`src/rtl/ibex_fetch_req_ctrl.sv`:
```
// Instruction-bus request controller for the IF stage: issues word-aligned fetches,
// tracks outstanding responses and pushes the in-order, non-stale ones into the fetch FIFO.
module ibex_fetch_req_ctrl #(
    parameter int unsigned NUM_REQS = 2
) (
    input  logic                clk_i,
    input  logic                rst_i,
    input  logic                req_i,
    input  logic                branch_i,
    input  logic [31:0]         branch_addr_i,
    input  logic [NUM_REQS-1:0] fifo_busy_i,
    output logic                fifo_clear_o,
    output logic                fifo_valid_o,
    output logic [31:0]         fifo_addr_o,
    output logic [31:0]         fifo_rdata_o,
    output logic                fifo_err_o,
    output logic                busy_o,
    output logic                instr_req_o,
    input  logic                instr_gnt_i,
    output logic [31:0]         instr_addr_o,
    input  logic                instr_rvalid_i,
    input  logic [31:0]         instr_rdata_i,
    input  logic                instr_err_i
);

    logic [29:0]         fetch_addr_q, fetch_addr_d;
    logic [29:0]         pend_addr_q, pend_addr_d;
    logic                pend_q, pend_d;
    logic                pend_stale_q, pend_stale_d;
    logic [NUM_REQS-1:0] outst_q, outst_d, outst_shift;
    logic [NUM_REQS-1:0] discard_q, discard_d, discard_shift;
    logic [NUM_REQS-1:0] new_slot;

    logic        fifo_ready;
    logic        can_issue;
    logic        rsp;
    logic        gnt;
    logic        grant_stale;
    logic [29:0] target;
    logic [29:0] next_addr;
    logic [29:0] req_addr;

    assign target     = branch_addr_i[31:2];
    assign fifo_ready = ~&fifo_busy_i;
    assign rsp        = instr_rvalid_i & outst_q[0];

    // A response retiring this cycle frees its slot for a same-cycle request.
    assign can_issue  = req_i & fifo_ready & (~outst_q[NUM_REQS-1] | rsp);

    assign next_addr  = branch_i ? target : fetch_addr_q;
    assign req_addr   = pend_q ? pend_addr_q : next_addr;

    assign instr_req_o  = ~rst_i & (pend_q | can_issue);
    assign instr_addr_o = {req_addr, 2'b00};
    assign gnt          = instr_req_o & instr_gnt_i;

    // A held request is stale once any branch has been seen while it waited.
    assign grant_stale  = pend_q & (pend_stale_q | branch_i);

    assign fifo_clear_o = ~rst_i & branch_i;
    assign fifo_addr_o  = {branch_addr_i[31:1], 1'b0};
    assign fifo_valid_o = ~rst_i & rsp & ~discard_q[0] & ~branch_i;
    assign fifo_rdata_o = instr_rdata_i;
    assign fifo_err_o   = instr_err_i;
    assign busy_o       = instr_req_o | (~rst_i & outst_q[0]);

    assign outst_shift   = rsp ? (outst_q >> 1) : outst_q;
    assign discard_shift = rsp ? (discard_q >> 1) : discard_q;

    for (genvar i = 0; i < NUM_REQS; i++) begin : g_slot
        if (i == 0) begin : g_first
            assign new_slot[i] = gnt & ~outst_shift[i];
        end else begin : g_rest
            assign new_slot[i] = gnt & ~outst_shift[i] & outst_shift[i-1];
        end
        assign outst_d[i]   = outst_shift[i] | new_slot[i];
        assign discard_d[i] = (outst_shift[i] & (discard_shift[i] | branch_i))
                            | (new_slot[i] & grant_stale);
    end

    always_comb begin
        fetch_addr_d = fetch_addr_q;
        pend_d       = pend_q;
        pend_addr_d  = pend_addr_q;
        pend_stale_d = pend_q & ~gnt & (pend_stale_q | branch_i);

        if (branch_i) begin
            fetch_addr_d = target + {29'd0, gnt & ~pend_q};
        end else if (gnt && !(pend_q && pend_stale_q)) begin
            fetch_addr_d = fetch_addr_q + 30'd1;
        end

        if (gnt) begin
            pend_d = 1'b0;
        end else if (instr_req_o) begin
            pend_d      = 1'b1;
            pend_addr_d = req_addr;
        end
    end

    always_ff @(posedge clk_i) begin
        if (rst_i) begin
            fetch_addr_q <= '0;
            pend_addr_q  <= '0;
            pend_q       <= 1'b0;
            pend_stale_q <= 1'b0;
            outst_q      <= '0;
            discard_q    <= '0;
        end else begin
            fetch_addr_q <= fetch_addr_d;
            pend_addr_q  <= pend_addr_d;
            pend_q       <= pend_d;
            pend_stale_q <= pend_stale_d;
            outst_q      <= outst_d;
            discard_q    <= discard_d;
        end
    end

endmodule

```
`config.mk`:
```
export PLATFORM = sky130hd
export DESIGN_NAME = ibex_fetch_req_ctrl
export DESIGN_NICKNAME = d
export VERILOG_FILES = /design/src/rtl/ibex_fetch_req_ctrl.sv
export SDC_FILE = /design/constraint.sdc
export NUM_CORES = 1
export LEC_CHECK = 0
export ABC_AREA = 1
export ABC_CLOCK_PERIOD_IN_PS = 2850
export CORE_ASPECT_RATIO = 1.25
export CORE_UTILIZATION = 48
export CTS_CLUSTER_SIZE = 8
export DETAILED_ROUTE_END_ITERATION = 6
export PLACE_DENSITY = 0.92
export SETUP_SLACK_MARGIN = 0.02
export SLEW_MARGIN = 10
export SYNTH_ARGS = -nofsm -noshare
export SYNTH_HDL_FRONTEND = slang
export SYNTH_SLANG_ARGS = --single-unit
```
`constraint.sdc`:
```
create_clock -name clk_i -period 2.85 [get_ports clk_i]
set_clock_uncertainty 0.2 [all_clocks]
set_input_delay 0.7125 -clock clk_i [delete_from_list [all_inputs] [get_ports clk_i]]
set_output_delay 0.7125 -clock clk_i [all_outputs]
set_load 0.02 [all_outputs]
```
Word level (Yosys, flattened, before mapping) --
Cells that the tools add are included.
Cells by class: $mul 0, multiplexer cells 6, magnitude comparators 0, div/mod/pow operators 0, reduce and logical (&&, ||, !) cells 8, equality and inequality tests 0, shift-type cells 0, add/sub/neg operators 2, bitwise gates (word level) 39
Operator list (count):
- two-way mux 30 bit | 4
- adder 30 x 1 -> 30 bit | 1
- adder 30 x 1 -> 30 bit, second input constant | 1
- AND 1 bit | 21
- OR 1 bit | 10
- inverter 1 bit | 8
- two-way mux 2 bit | 2
- AND reduction 2 bit | 2
- logical AND 1 bit | 2
- zero test 1 bit | 2
- nonzero test 2 bit | 1
- OR reduction 2 bit | 1
Storage, ports and cells: bits in writable memories 0, memories 0, latch bits 0, output and inout port bits 101, flip-flop bits (word level) 66, input port bits 73, memory bits (read-only) 0, word-level logic and storage cells 61

Depth between registers and ports, before layout --
Gate-level depths: netlist of run 1.
word-level depth 11, depth in mapped cells 19

Worst setup path after synthesis of run 1 --
OpenSTA, ideal clock, no wires.
kind input port to output port, start in branch_i, end out fifo_valid_o, arrival 1.906 ns, setup slack 0.031 ns, path buffers 3, cell stages on the path 4, data required time 1.938 ns, path through buf_4 -> buf_2 -> buf_2 -> nor4_1
On the way: cells in the longest elaborated chain, start to end 2
Ends and longest elaborated chain:
- start, declared | RTL line 9 | input logic branch_i,
- inverter 1 bit | RTL line 62 | assign fifo_valid_o = ~rst_i & rsp & ~discard_q[0] & ~branch_i;
- AND 1 bit | RTL line 62
- end, declared | RTL line 13 | output logic fifo_valid_o,
No other way between the ends.

Worst setup path in the final report of run 1 --
start in branch_i, end out instr_addr_o[3]
On the way: cells in the longest elaborated chain, start to end 2
Ends and longest elaborated chain:
- two-way mux 30 bit | RTL line 50 | assign next_addr = branch_i ? target : fetch_addr_q;
- two-way mux 30 bit | RTL line 51 | assign req_addr = pend_q ? pend_addr_q : next_addr;
- end, declared | RTL line 20 | output logic [31:0] instr_addr_o,
No other way between the ends.

==> run_results.csv, run 1 <==
group,metric,value,unit
run_status,status,"complete, but fails checks",
run_status,violations,"design-rule violations",
power_and_ir_drop,cellLeakagePower,0.00317,µW
worst_setup_path,r2r_cells,16,
yosys,synth-warning-count,0,
place,hpwl,13100,µm
clock_network,cts_tree,"done",
yosys,synth_seq_cells,66,
timing,drv_slew,0,
worst_setup_path,worst_setup_path_end_kind,"output port",
floorplan,die_h,123,µm
drt,via_per_inst,5.58,
yosys,synth.avg_cell_area,6.01,µm²
power_and_ir_drop,seq_power_share,0.329,
cells_and_area,area_growth,28.2,%
floorplan,io-pin-count,174,
worst_setup_path,r2r-start,"pend_q",
worst_setup_path,crit_arrival,1.92,ns
power_and_ir_drop,pwr-share-clk,0.421,
yosys,synth.distinct_cells,43,
drt,wire_per_inst,15.6,µm
power_and_ir_drop,p_per_area,440,nW/µm²
power_and_ir_drop,vdd_drop_max,0.000245,V
timing,min_period_over_period,0.995,
drt,antenna_left,0,
power_and_ir_drop,p_int,2200,µW
worst_setup_path,critPathRequiredTime,1.94,ns
yosys,yosys-top-cells-count,"220 x nand2_1, 99 x a21oi_1, 94 x nor2_1",
power_and_ir_drop,switching_share,0.302,
place,placedInstanceArea,6750,µm²
yosys,synth_top_area_cell,"dfxtp_1",
worst_setup_path,rrSetupSlack,0.27,ns
yosys,synth_area,5590,µm²
global_route,grt_usage,0.302,
power_and_ir_drop,power.net_switching,953,µW
cells_and_area,finish.net_count,1108,
clock_network,clock-root-buffer,"clkbuf_16",
worst_setup_path,cp_num_buf_inv,4,
worst_setup_path,critPathTopFamily,"buffers and inverters",
clock_network,ctsHtreeMaxLevel,3,
timing,min_period,2.84,ns
timing,tightest_slew,0.502,ns
clock_network,postCtsHoldBufs,0,
min_path,min_path_cells,2,
cells_and_area,drive_above_1_share,0.210,
clock_network,clockBufferDepth,2,
timing,finalHoldViolations,0,
min_path,hold_class,"flop to flop",
min_path,min_to,"pend_addr_q[24]",
global_route,grt_pass1_vias,5937,
yosys,synth_top_area_frac,0.236,
min_path,min_from,"pend_addr_q[24]",
yosys,ys_top_cells_by_area,"dfxtp_1 24%, nand2_1 15%, buf_4 9.4%, a21oi_1 8.9%, nand3_1 7.2%",
floorplan,die_w,98.5,µm
worst_setup_path,reg2reg_to,"fetch_addr_q[3]",
power_and_ir_drop,combPwrFrac,0.250,
timing,tns,0,ns
yosys,async_reset_ff_frac,0,
worst_setup_path,cp_max_fo,5,
cells_and_area,antenna_cells,0,
yosys,ys.flop_type,"dfxtp_1",
global_route,grt_antenna_before_repair,0,
yosys,seq_area_frac_synth,0.236,
timing,fmax,0.353,GHz
global_route,grt_first_pass_wirelength,28800,µm
place,io_buffers,101,
drt,first_pass_iters,7,
floorplan,die_area,12100,µm²
floorplan,core,11200,µm²
drt,vias,6540,
worst_setup_path,slowest_delay,0.35,ns
place,gp_routability_congestion,0.996,
worst_setup_path,cp_slowest_cell,"clkdlybuf4s15_1",
floorplan,core.rowCount,43,
clock_network,cts.sinks,66,
floorplan,start_util,0.497,
worst_setup_path,crit_type,"input port to output port",
clock_network,clkTransAtPathRegs,0.05,ns
global_route,grt_start_max_net_pins,45,
drt,drc_errors,14,
yosys,synth_edf_count,0,
worst_setup_path,start_kind,"input port",
power_and_ir_drop,p_total,3160,µW
yosys,synth.most_common_cell,"nand2_1",
global_route,gr-total-overflow,0,
timing,max-slew-margin-rel,0.665,
timing,setup_viol,0,
drt,dr.first_iter.drc_count,700,
worst_setup_path,path_cells,"dlygate4sd2_1 -> inv_2 -> buf_4 -> o21ai_0 -> o22ai_1 -> clkdlybuf4s15_1",
drt,drt_wl_total,18300,µm
clock_network,insertion_delay,0.34,ns
job,maxCapViolCount,0,
timing,rsz0062_at_grt,"yes",
cells_and_area,fin_area,7170,µm²
yosys,synthCells,930,
clock_network,cts_inserted_buffers,9,
-- state kept, by name, summed over array words and instances (netlist names) --
register and cells:
discard_q 2, fetch_addr_q 30, outst_q 2, pend_addr_q 30
pend_q 1, pend_stale_q 1
-- power by group through the flow --
stage	registers [µW]	clock network [µW]	logic, µW
global route	1040	1370	854
global placement	1050	0	781
CTS	1030	1330	750
detailed placement	1050	0	794
floorplan	1030	0	528
finish	1040	1330	790
-- worst max-delay path by stage --
stage,from,to,slack [ns],cells after the start
3_5_place_dp,branch_i,instr_addr_o[10],-0.60,7
6_report,branch_i,instr_addr_o[3],0.01,6
5_1_grt,branch_addr_i[3],instr_addr_o[3],0.003,4
2_1_floorplan,branch_i,fifo_valid_o,0.03,4
3_3_place_gp,branch_i,fifo_valid_o,-0.62,5
4_1_cts,branch_addr_i[10],instr_addr_o[10],0.0005,6
-- cell families (layout without fill, tap and decap cells) --
logic type | after synthesis | count (layout) | share of synthesized area
compound gates | 198 | 198 | 0.186
buf+inv | 204 | 309 | 0.197
flops | 66 | 66 | 0.236
fa+ha+maj | 3 | 3 | 0.00671
simple gates | 453 | 453 | 0.366
xor+xnor | 5 | 5 | 0.00783
other cells | 1 | 3 | 0.000671
-- through the flow --
stage	util	setup WS (ns)	hold slack (ns)	cells
final	0.638	0.0132	0.252	1172
after detailed placement	0.600	-0.602	0.242	1151
after CTS	0.623	0.000547	0.250	1168
after global placement	0.600	-0.622	0.237	1151
after floorplan	-	0.0311	0.224	932
after global routing	0.638	0.00303	0.279	1172
-- layout by cell type (no fill, tap or decap), types with 3 or more instances in the layout --
| master | count |
|---|---|
| a21oi_1 | 90 |
| a21oi_2 | 11 |
| a22oi_1 | 3 |
| buf_12 | 4 |
| buf_2 | 15 |
| buf_4 | 98 |
| buf_6 | 3 |
| bufinv_16 | 3 |
| clkbuf_16 | 9 |
| clkdlybuf4s15_2 | 3 |
| clkdlybuf4s50_1 | 31 |
| conb_1 | 3 |
| dfxtp_1 | 66 |
| dlygate4sd2_1 | 31 |
| dlymetal6s2s_1 | 7 |
| inv_1 | 87 |
| inv_2 | 12 |
| nand2_1 | 219 |
| nand2_2 | 10 |
| nand2_4 | 6 |
| nand3_1 | 78 |
| nand3_2 | 3 |
| nand3b_1 | 7 |
| nand4_1 | 3 |
| nor2_1 | 88 |
| nor2_2 | 12 |
| nor2_4 | 12 |
| nor3_1 | 4 |
| o21ai_0 | 63 |
| o21ai_1 | 15 |
| o22ai_1 | 4 |
| or2_2 | 4 |
| xnor2_1 | 3 |
-- per-layer routing --
metal	part of all wire	global-route usage	up-vias
li1	-	-	3140
met5	0	0	-
met1	0.40	0.381	2929
met3	0.11	0.0609	66
met4	0.039	0.143	0
met2	0.46	0.496	405
-- worst register-to-register path: cells and delay by family, from the launching register on --
kind                     cells  cell delay [ns]
AO/OA/AOI/OAI                2             0.19
AND/OR/NAND/NOR             10             1.08
flip-flops                   1             0.37
buffers and inverters        3             0.48
adder cells (fa/ha/maj)      1             0.16
-- what timing repair did --
item                                    4_1_cts  5_1_grt
resized for setup                           165       59
pin swaps                                     2       16
setup buffers                                 1        4
endpoints found under the setup margin       85       47
-- final cells by class --
cell class | instances | area (µm²)
fill | 975 | 4070
multi-input combinational | 662 | 3310
timing repair buffer | 194 | 1640
sequential | 66 | 1320
inverter | 99 | 372
clock buffer | 12 | 256
tap | 135 | 169
clock inverter | 4 | 97.6
Power figures use the tool's default switching activity.
==> inputs of run 2 (changes only) <==
--- a/config.mk
+++ b/config.mk
@@ -9,6 +9,7 @@
 export ABC_CLOCK_PERIOD_IN_PS = 2850
 export CORE_ASPECT_RATIO = 1.25
 export CORE_UTILIZATION = 48
+export CTS_CLUSTER_DIAMETER = 80
 export CTS_CLUSTER_SIZE = 8
 export DETAILED_ROUTE_END_ITERATION = 6
 export PLACE_DENSITY = 0.92
==> results of run 2 <==
No change in the layout: final DEF, timing and power equal those of run 1.
